===== src/rtl/sram_master_pkg.sv =====
// sram_master_pkg: shared FSM state type, default geometry and command
// direction encodings for sram_stream_master and its read-return FIFO.
package sram_master_pkg;

    localparam int DEF_ADDR_W = 15;
    localparam int DEF_DATA_W = 16;
    localparam int DEF_RD_LAT = 1;

    localparam logic CMD_DIR_READ  = 1'b0;
    localparam logic CMD_DIR_WRITE = 1'b1;

    typedef enum logic [2:0] {
        ST_IDLE  = 3'd0,
        ST_READ  = 3'd1,
        ST_WRITE = 3'd2,
        ST_DRAIN = 3'd3,
        ST_DONE  = 3'd4
    } state_e;

endpackage


===== src/rtl/sram_rd_fifo.sv =====
// sram_rd_fifo: synchronous show-ahead FIFO holding SRAM read returns.
// pop_data always presents the oldest entry; count reports occupancy.
// Pushes into a full FIFO and pops from an empty one are ignored.
module sram_rd_fifo #(
    parameter int DATA_W = 16,
    parameter int DEPTH  = 4
) (
    input  logic                     clk,
    input  logic                     reset,
    input  logic                     push,
    input  logic [DATA_W-1:0]        push_data,
    input  logic                     pop,
    output logic [DATA_W-1:0]        pop_data,
    output logic                     empty,
    output logic [$clog2(DEPTH):0]   count
);
    localparam int AW = $clog2(DEPTH);
    localparam int CW = AW + 1;

    logic [DATA_W-1:0] mem_q [DEPTH];
    logic [AW-1:0]     wr_ptr_q;
    logic [AW-1:0]     rd_ptr_q;
    logic [CW-1:0]     count_q;
    logic              push_ok_s;
    logic              pop_ok_s;

    assign push_ok_s = push && (count_q != CW'(DEPTH));
    assign pop_ok_s  = pop && (count_q != CW'(0));

    // Data storage; contents need no reset because the pointers qualify them.
    always_ff @(posedge clk) begin
        if (push_ok_s) begin
            mem_q[wr_ptr_q] <= push_data;
        end
    end

    // Pointer and occupancy bookkeeping; power-of-two depth lets pointers wrap.
    always_ff @(posedge clk or posedge reset) begin
        if (reset) begin
            wr_ptr_q <= '0;
            rd_ptr_q <= '0;
            count_q  <= '0;
        end else begin
            if (push_ok_s) begin
                wr_ptr_q <= wr_ptr_q + AW'(1);
            end
            if (pop_ok_s) begin
                rd_ptr_q <= rd_ptr_q + AW'(1);
            end
            if (push_ok_s && !pop_ok_s) begin
                count_q <= count_q + CW'(1);
            end else if (!push_ok_s && pop_ok_s) begin
                count_q <= count_q - CW'(1);
            end
        end
    end

    assign pop_data = mem_q[rd_ptr_q];
    assign empty    = (count_q == CW'(0));
    assign count    = count_q;

endmodule


===== src/rtl/sram_stream_master.sv =====
// sram_stream_master: turns read/write commands into single-word SRAM
// accesses with streaming read-return and write-data ports.
// Optional write path: define SRAM_STREAM_MASTER_WRITE_EN. Without it,
// write commands finish immediately with a done pulse and no SRAM access.
module sram_stream_master
    import sram_master_pkg::*;
#(
    parameter int ADDR_W     = DEF_ADDR_W,
    parameter int DATA_W     = DEF_DATA_W,
    parameter int RD_LAT     = DEF_RD_LAT,
    parameter int FIFO_DEPTH = 4
) (
    input  logic                  clk,
    input  logic                  reset,
    input  logic                  cmd_valid,
    output logic                  cmd_ready,
    input  logic                  cmd_dir,
    input  logic [ADDR_W-1:0]     cmd_addr,
    input  logic [15:0]           cmd_len,
    output logic                  rd_valid,
    input  logic                  rd_ready,
    output logic [DATA_W-1:0]     rd_data,
    input  logic                  wr_valid,
    output logic                  wr_ready,
    input  logic [DATA_W-1:0]     wr_data,
    output logic                  busy,
    output logic                  done,
    output logic [ADDR_W-1:0]     sram_address,
    output logic                  sram_chipselect,
    output logic                  sram_write,
    output logic [DATA_W-1:0]     sram_writedata,
    output logic [DATA_W/8-1:0]   sram_byteenable,
    output logic                  sram_clken,
    input  logic [DATA_W-1:0]     sram_readdata
);
    localparam int BE_W = DATA_W / 8;
    localparam int FCW  = $clog2(FIFO_DEPTH) + 1;
    localparam int CW   = FCW + 1;

    state_e              state_q;
    logic [ADDR_W-1:0]   addr_q;
    logic [15:0]         rem_q;
    logic                cmd_ready_q;
    logic                busy_q;
    logic                done_q;
    logic                wr_ready_q;
    logic [RD_LAT-1:0]   vld_q;
    logic [RD_LAT-1:0]   vld_d;

    logic [CW-1:0]       outstanding_s;
    logic [FCW-1:0]      fifo_count_s;
    logic                fifo_empty_s;
    logic                rd_issue_s;
    logic                wr_issue_s;
    logic                push_s;
    logic                pop_s;
    logic                drained_s;

    // Count reads issued whose data has not yet reached the FIFO.
    always_comb begin
        outstanding_s = CW'(0);
        for (int i = 0; i < RD_LAT; i++) begin
            outstanding_s = outstanding_s + CW'(vld_q[i]);
        end
    end

    // A read only issues if a FIFO slot is guaranteed for its return.
    assign rd_issue_s = (state_q == ST_READ) && (rem_q != 16'd0) &&
                        ((outstanding_s + CW'(fifo_count_s)) < CW'(FIFO_DEPTH));

    assign push_s = vld_q[RD_LAT-1];
    assign pop_s  = !fifo_empty_s && rd_ready;

    // Leaving DRAIN on the cycle of the final pop gives done one cycle later.
    assign drained_s = (outstanding_s == CW'(0)) &&
                       ((fifo_count_s == FCW'(0)) ||
                        ((fifo_count_s == FCW'(1)) && pop_s));

    // Next value of the read-return shift register: one stage per latency cycle.
    always_comb begin
        vld_d    = '0;
        vld_d[0] = rd_issue_s;
        for (int i = 1; i < RD_LAT; i++) begin
            vld_d[i] = vld_q[i-1];
        end
    end

    // Read-return valid shift register; cleared by reset to drop in-flight reads.
    always_ff @(posedge clk or posedge reset) begin
        if (reset) begin
            vld_q <= '0;
        end else begin
            vld_q <= vld_d;
        end
    end

    sram_rd_fifo #(
        .DATA_W (DATA_W),
        .DEPTH  (FIFO_DEPTH)
    ) u_rd_fifo (
        .clk       (clk),
        .reset     (reset),
        .push      (push_s),
        .push_data (sram_readdata),
        .pop       (pop_s),
        .pop_data  (rd_data),
        .empty     (fifo_empty_s),
        .count     (fifo_count_s)
    );

    // Command FSM with registered handshake/status outputs and address/length counters.
    always_ff @(posedge clk or posedge reset) begin
        if (reset) begin
            state_q     <= ST_IDLE;
            addr_q      <= '0;
            rem_q       <= 16'd0;
            cmd_ready_q <= 1'b1;
            busy_q      <= 1'b0;
            done_q      <= 1'b0;
            wr_ready_q  <= 1'b0;
        end else begin
            case (state_q)
                ST_IDLE: begin
                    if (cmd_valid) begin
                        addr_q      <= cmd_addr;
                        rem_q       <= cmd_len;
                        cmd_ready_q <= 1'b0;
                        busy_q      <= 1'b1;
                        if (cmd_len == 16'd0) begin
                            state_q <= ST_DONE;
                            done_q  <= 1'b1;
                        end else if (cmd_dir == CMD_DIR_READ) begin
                            state_q <= ST_READ;
                        end else begin
`ifdef SRAM_STREAM_MASTER_WRITE_EN
                            state_q    <= ST_WRITE;
                            wr_ready_q <= 1'b1;
`else
                            state_q <= ST_DONE;
                            done_q  <= 1'b1;
`endif
                        end
                    end
                end
                ST_READ: begin
                    if (rd_issue_s) begin
                        addr_q <= addr_q + ADDR_W'(1);
                        rem_q  <= rem_q - 16'd1;
                        if (rem_q == 16'd1) begin
                            state_q <= ST_DRAIN;
                        end
                    end
                end
                ST_DRAIN: begin
                    if (drained_s) begin
                        state_q <= ST_DONE;
                        done_q  <= 1'b1;
                    end
                end
                ST_WRITE: begin
`ifdef SRAM_STREAM_MASTER_WRITE_EN
                    if (wr_issue_s) begin
                        addr_q <= addr_q + ADDR_W'(1);
                        rem_q  <= rem_q - 16'd1;
                        if (rem_q == 16'd1) begin
                            state_q    <= ST_DONE;
                            done_q     <= 1'b1;
                            wr_ready_q <= 1'b0;
                        end
                    end
`else
                    state_q     <= ST_IDLE;
                    cmd_ready_q <= 1'b1;
                    busy_q      <= 1'b0;
`endif
                end
                ST_DONE: begin
                    state_q     <= ST_IDLE;
                    done_q      <= 1'b0;
                    busy_q      <= 1'b0;
                    cmd_ready_q <= 1'b1;
                end
                default: begin
                    state_q     <= ST_IDLE;
                    done_q      <= 1'b0;
                    busy_q      <= 1'b0;
                    cmd_ready_q <= 1'b1;
                    wr_ready_q  <= 1'b0;
                end
            endcase
        end
    end

`ifdef SRAM_STREAM_MASTER_WRITE_EN
    assign wr_issue_s     = wr_valid && wr_ready_q;
    assign wr_ready       = wr_ready_q;
    assign sram_write     = wr_issue_s;
    assign sram_writedata = wr_issue_s ? wr_data : {DATA_W{1'b0}};
`else
    logic unused_wr_s;
    assign unused_wr_s    = ^{wr_valid, wr_data, wr_ready_q};
    assign wr_issue_s     = 1'b0;
    assign wr_ready       = 1'b0;
    assign sram_write     = 1'b0;
    assign sram_writedata = {DATA_W{1'b0}};
`endif

    assign cmd_ready       = cmd_ready_q;
    assign busy            = busy_q;
    assign done            = done_q;
    assign rd_valid        = !fifo_empty_s;
    assign sram_address    = addr_q;
    assign sram_clken      = 1'b1;
    assign sram_chipselect = rd_issue_s || wr_issue_s;
    assign sram_byteenable = sram_chipselect ? {BE_W{1'b1}} : {BE_W{1'b0}};

endmodule

===== config.mk =====
export PLATFORM = sky130hd
export DESIGN_NAME = sram_stream_master
export DESIGN_NICKNAME = d
export VERILOG_FILES = /design/src/rtl/sram_master_pkg.sv /design/src/rtl/sram_rd_fifo.sv /design/src/rtl/sram_stream_master.sv
export SDC_FILE = /design/constraint.sdc
export NUM_CORES = 1
export LEC_CHECK = 0
export CAP_MARGIN = 5
export CORE_ASPECT_RATIO = 1.2
export CORE_MARGIN = 1.5
export CORE_UTILIZATION = 50
export CTS_CLUSTER_SIZE = 28
export DETAILED_ROUTE_END_ITERATION = 10
export GPL_TIMING_DRIVEN = 1
export PLACE_DENSITY = 0.8
export RECOVER_POWER = 25
export SYNTH_ARGS = -nofsm -noshare
export SYNTH_HDL_FRONTEND = slang
export SYNTH_SLANG_ARGS = --single-unit

===== constraint.sdc =====
create_clock -name clk -period 3.2 [get_ports clk]
set_input_delay 0.8 -clock clk [delete_from_list [all_inputs] [get_ports clk]]
set_output_delay 0.8 -clock clk [all_outputs]
set_load 0.05 [all_outputs]

==> summary.txt <==
Outcome
  – Outcome: complete, no violations

Pwr
  – PD cells: 1012 nW/um2
  – Worst VDD drop: 0.5863 mV
  – P_leak: 2.413 nW

STA
  – WHS: 0.4896 ns
  – Tmin final: 3.041 ns
  – Endpoints failing hold: 0
  – Final Max Slew Viols: 0
  – RSZ-0062 raised after global routing: no
  – Tcrit/Tclk final: 0.9502
  – Fin worst setup slack: 0.1593 ns
  – Layout Skew: 0.007433 ns
  – Fmax: 328.9 MHz
  – # setup viols final: 0
  – Slew headroom: 0.4723
  – Sum of negative setup slack: 0 ns
  – Pin slew with the least headroom to its limit: 0.7915 ns

Global route
  – Total grt overflow: 0
  – Vias in the first global route: 3,667
  – Pin count of the biggest net entering global routing: 46
  – Initial antenna violation count: 1
  – Total Routing Usage GR: 0.2071
  – First-pass GRT wire length: 17.54 mm

Floorplan
  – Chip Height: 115.2 um
  – IO Pins: 126
  – Initial Utilization: 0.5192
  – Core ar.: 10,110 um2
  – Chip Width: 96.53 um
  – Core Rows: 40
  – Die area: 11,120 um2

Synthesis
  – Xor/xnor share of the synthesized area: 0.01168
  – Ys async rst share: 0.4128
  – Top_reg_cell synth: edfxtp_1
  – Post-synthesis cell count: 430
  – Avg Cell Area, Syn: 12.21 um2
  – Netlist cell types: 57
  – Post-Synth Simple-Gate Area: 0.1116
  – Yosys top cell by area: edfxtp_1
  – Synth Area in Adders: 0.02861
  – Compound-Gate Fraction of Synth Area: 0.1321
  – Post-synthesis mux area share: 0.07247
  – Ranking of synthesized cells by area: edfxtp_1 (37%), dfrtp_1 (21%), mux4_2 (6.9%)
  – Largest family of logic cells by synthesized area: compound AO/OA/AOI/OAI gates
  – Synth warn: 0
  – Flop and latch count out of synthesis: 109
  – Share of the synthesized area in the top cell type: 0.3662
  – EDFF count, synth: 64
  – Synthesized cell area: 5249 um2
  – Post-synthesis sequential area ratio: 0.5809

Route
  – Drc violations: 0
  – DRT antenna net count: 0
  – Drt initial violations: 106
  – Via/cell ratio: 5.748
  – Pre-antenna DRT Iters: 5
  – DRT Wirelength: 10.94 mm
  – Via count: 3,713
  – Routed len/inst: 16.93 um

Clock tree
  – CTS Sinks: 109
  – Root Driver: clkbuf_16
  – Max H-tree Level: 3
  – CTS tree: done
  – Clock latency on the worst-skew pair: 0.35 ns
  – Clock Tree Buf Depth: 2
  – CTS buffer count: 9
  – CTS clk-pin slew, worst paths: 0.07 ns

Worst setup path
  – Reg-to-reg slack, setup: 0.57 ns
  – Worst Path Required: 2.40 ns
  – Top delay family on crit path: simple AND/OR/NAND/NOR gates
  – Kind of critical path: reg -> out
  – Critical path buffers and inverters: 3
  – Crit path DAT: 2.24 ns
  – Worst R2R Start: rem_q[0]
  – R2R cell count: 8
  – Crit Reg-Reg Endpoint: rem_q[12]
  – CP peak stage delay: 0.48 ns
  – Worst Setup End Kind: output port
  – CP max-delay cell: dfrtp_1
  – Crit start category: register
  – Max Fanout on Critical Path: 7
  – Worst-path cell chain: inv_1 -> ha_1 -> nor4b_1 -> buf_4 -> and4_1 -> nor2_4 -> buf_12

Final layout
  – Layout Nets: 594
  – Fin area: 6445 um2
  – Commonest non-fill, non-tap cell in the layout: edfxtp_1
  – Storage cell area: 3049 um2
  – Core Util, Final: 0.6375
  – Area growth, synth to finish: 22.79%
  – Area of the multi-input gates: 1954 um2
  – # fillers: 778
  – Commonest cells after routing, fill and taps aside: edfxtp_1 (64), clkdlybuf4s50_1 (54), dfrtp_1 (44), a21oi_1 (33), nand2_1 (29)
  – Layout cells sized above 1: 0.1390

Placed design
  – HPWL after detailed placement: 7.395 mm
  – Dpl ws: 0.3532 ns
  – # port buffers: 89
  – Gpl congestion: 0.8034
  – Placed cell areas: 6150 um2

Hold path
  – Min-delay worst type: reg -> reg
  – Hold Path Stages: 2
  – Hold Path End: cmd_ready
  – Hold path start: cmd_ready

Flow run
  – Max-Cap Viols: 0
[how the worst max path moves through the flow]
stage               depth (start not counted)       start                 end  slack, ns
floorplan                                   6  state_q[2]  sram_byteenable[0]       0.16
CTS                                         7    rem_q[0]  sram_byteenable[0]       0.15
detailed placement                          7    rem_q[0]  sram_byteenable[0]       0.35
global placement                            4  state_q[2]     sram_chipselect       0.40
finish                                      7    rem_q[0]  sram_byteenable[0]       0.16
global route                                7    rem_q[0]  sram_byteenable[1]       0.04
[registers in the layout, summed over array words and instances, names as in the netlist]
name,count
u_rd_fifo.mem_q,64
rem_q,16
sram_address,15
state_q,3
u_rd_fifo.count,3
u_rd_fifo.rd_ptr_q,2
u_rd_fifo.wr_ptr_q,2
busy,1
cmd_ready,1
done,1
push_s,1
[synthesized netlist by cell type, types with 5 or more instances]
library cell	n
a21oi_1	33
a31oi_1	5
and2_1	5
buf_2	5
buf_4	23
clkbuf_1	11
dfrtp_1	44
edfxtp_1	64
ha_1	12
inv_1	12
mux4_2	16
nand2_1	29
nand3_1	12
nor2_1	28
nor3_1	11
nor4_1	9
o21ai_0	24
o21ai_1	11
o22ai_1	6
xnor2_1	5
[layer usage]
metal  wire [um]  track usage  vias to the layer above
li1            -            -                     1756
met1        4371       0.2493                     1810
met2        5601       0.3506                      132
met3         770      0.05357                       15
met4         195      0.08406                        0
met5           0            0                        -
[cells by family (layout without fill, tap and decap cells)]
group | after synthesis | after routing
AOI/OAI and AO/OA | 110 | 110
xor gates and xnor gates | 7 | 7
adders and majority gates | 12 | 12
buffers and inverters | 55 | 126
DFF | 109 | 109
muxes | 18 | 18
other | 2 | 21
and+or+nand+nor | 117 | 117
[power by group]
| part | switching, mW | internal, mW | total [mW] | leakage (nW) |
|---|---|---|---|---|
| registers | 0.399 | 1.93 | 2.33 | 1.10 |
| logic | 1.97 | 1.16 | 3.12 | 1.17 |
| clock network | 0.525 | 0.544 | 1.07 | 0.137 |
| total | 2.89 | 3.63 | 6.52 | 2.41 |
[stage by stage]
stage          instances  power [mW]
6_report             646       6.523
5_1_grt              645       6.923
3_5_place_dp         628       5.486
3_3_place_gp         628       5.380
4_1_cts              644       6.566
2_1_floorplan        447       4.593
[worst reg2reg max path, delay by kind of cell (launching register included)]
family | cells | cell delay (ns)
buf+inv | 2 | 0.27
fa+ha+maj | 1 | 0.25
flops | 1 | 0.47
simple gates | 3 | 0.73
compound gates | 2 | 0.80
[area by class of cell]
class,count,share of cell area
well taps,126,0.02446
clock inverters,6,0.008736
clock buffers,10,0.03553
multi-input cells,283,0.3032
repair buffers,98,0.1472
flip-flops and latches,109,0.4731
inverters,12,0.006989
diodes,2,0.0007765
[what timing repair did]
action | 4_1_cts | 5_1_grt
endpoints found under the setup margin | 3 | 0
hold buffers | 0 | 0
buffers inserted | 0 | 0
resized for setup | 1 | 0
Power figures use the tool's default switching activity.
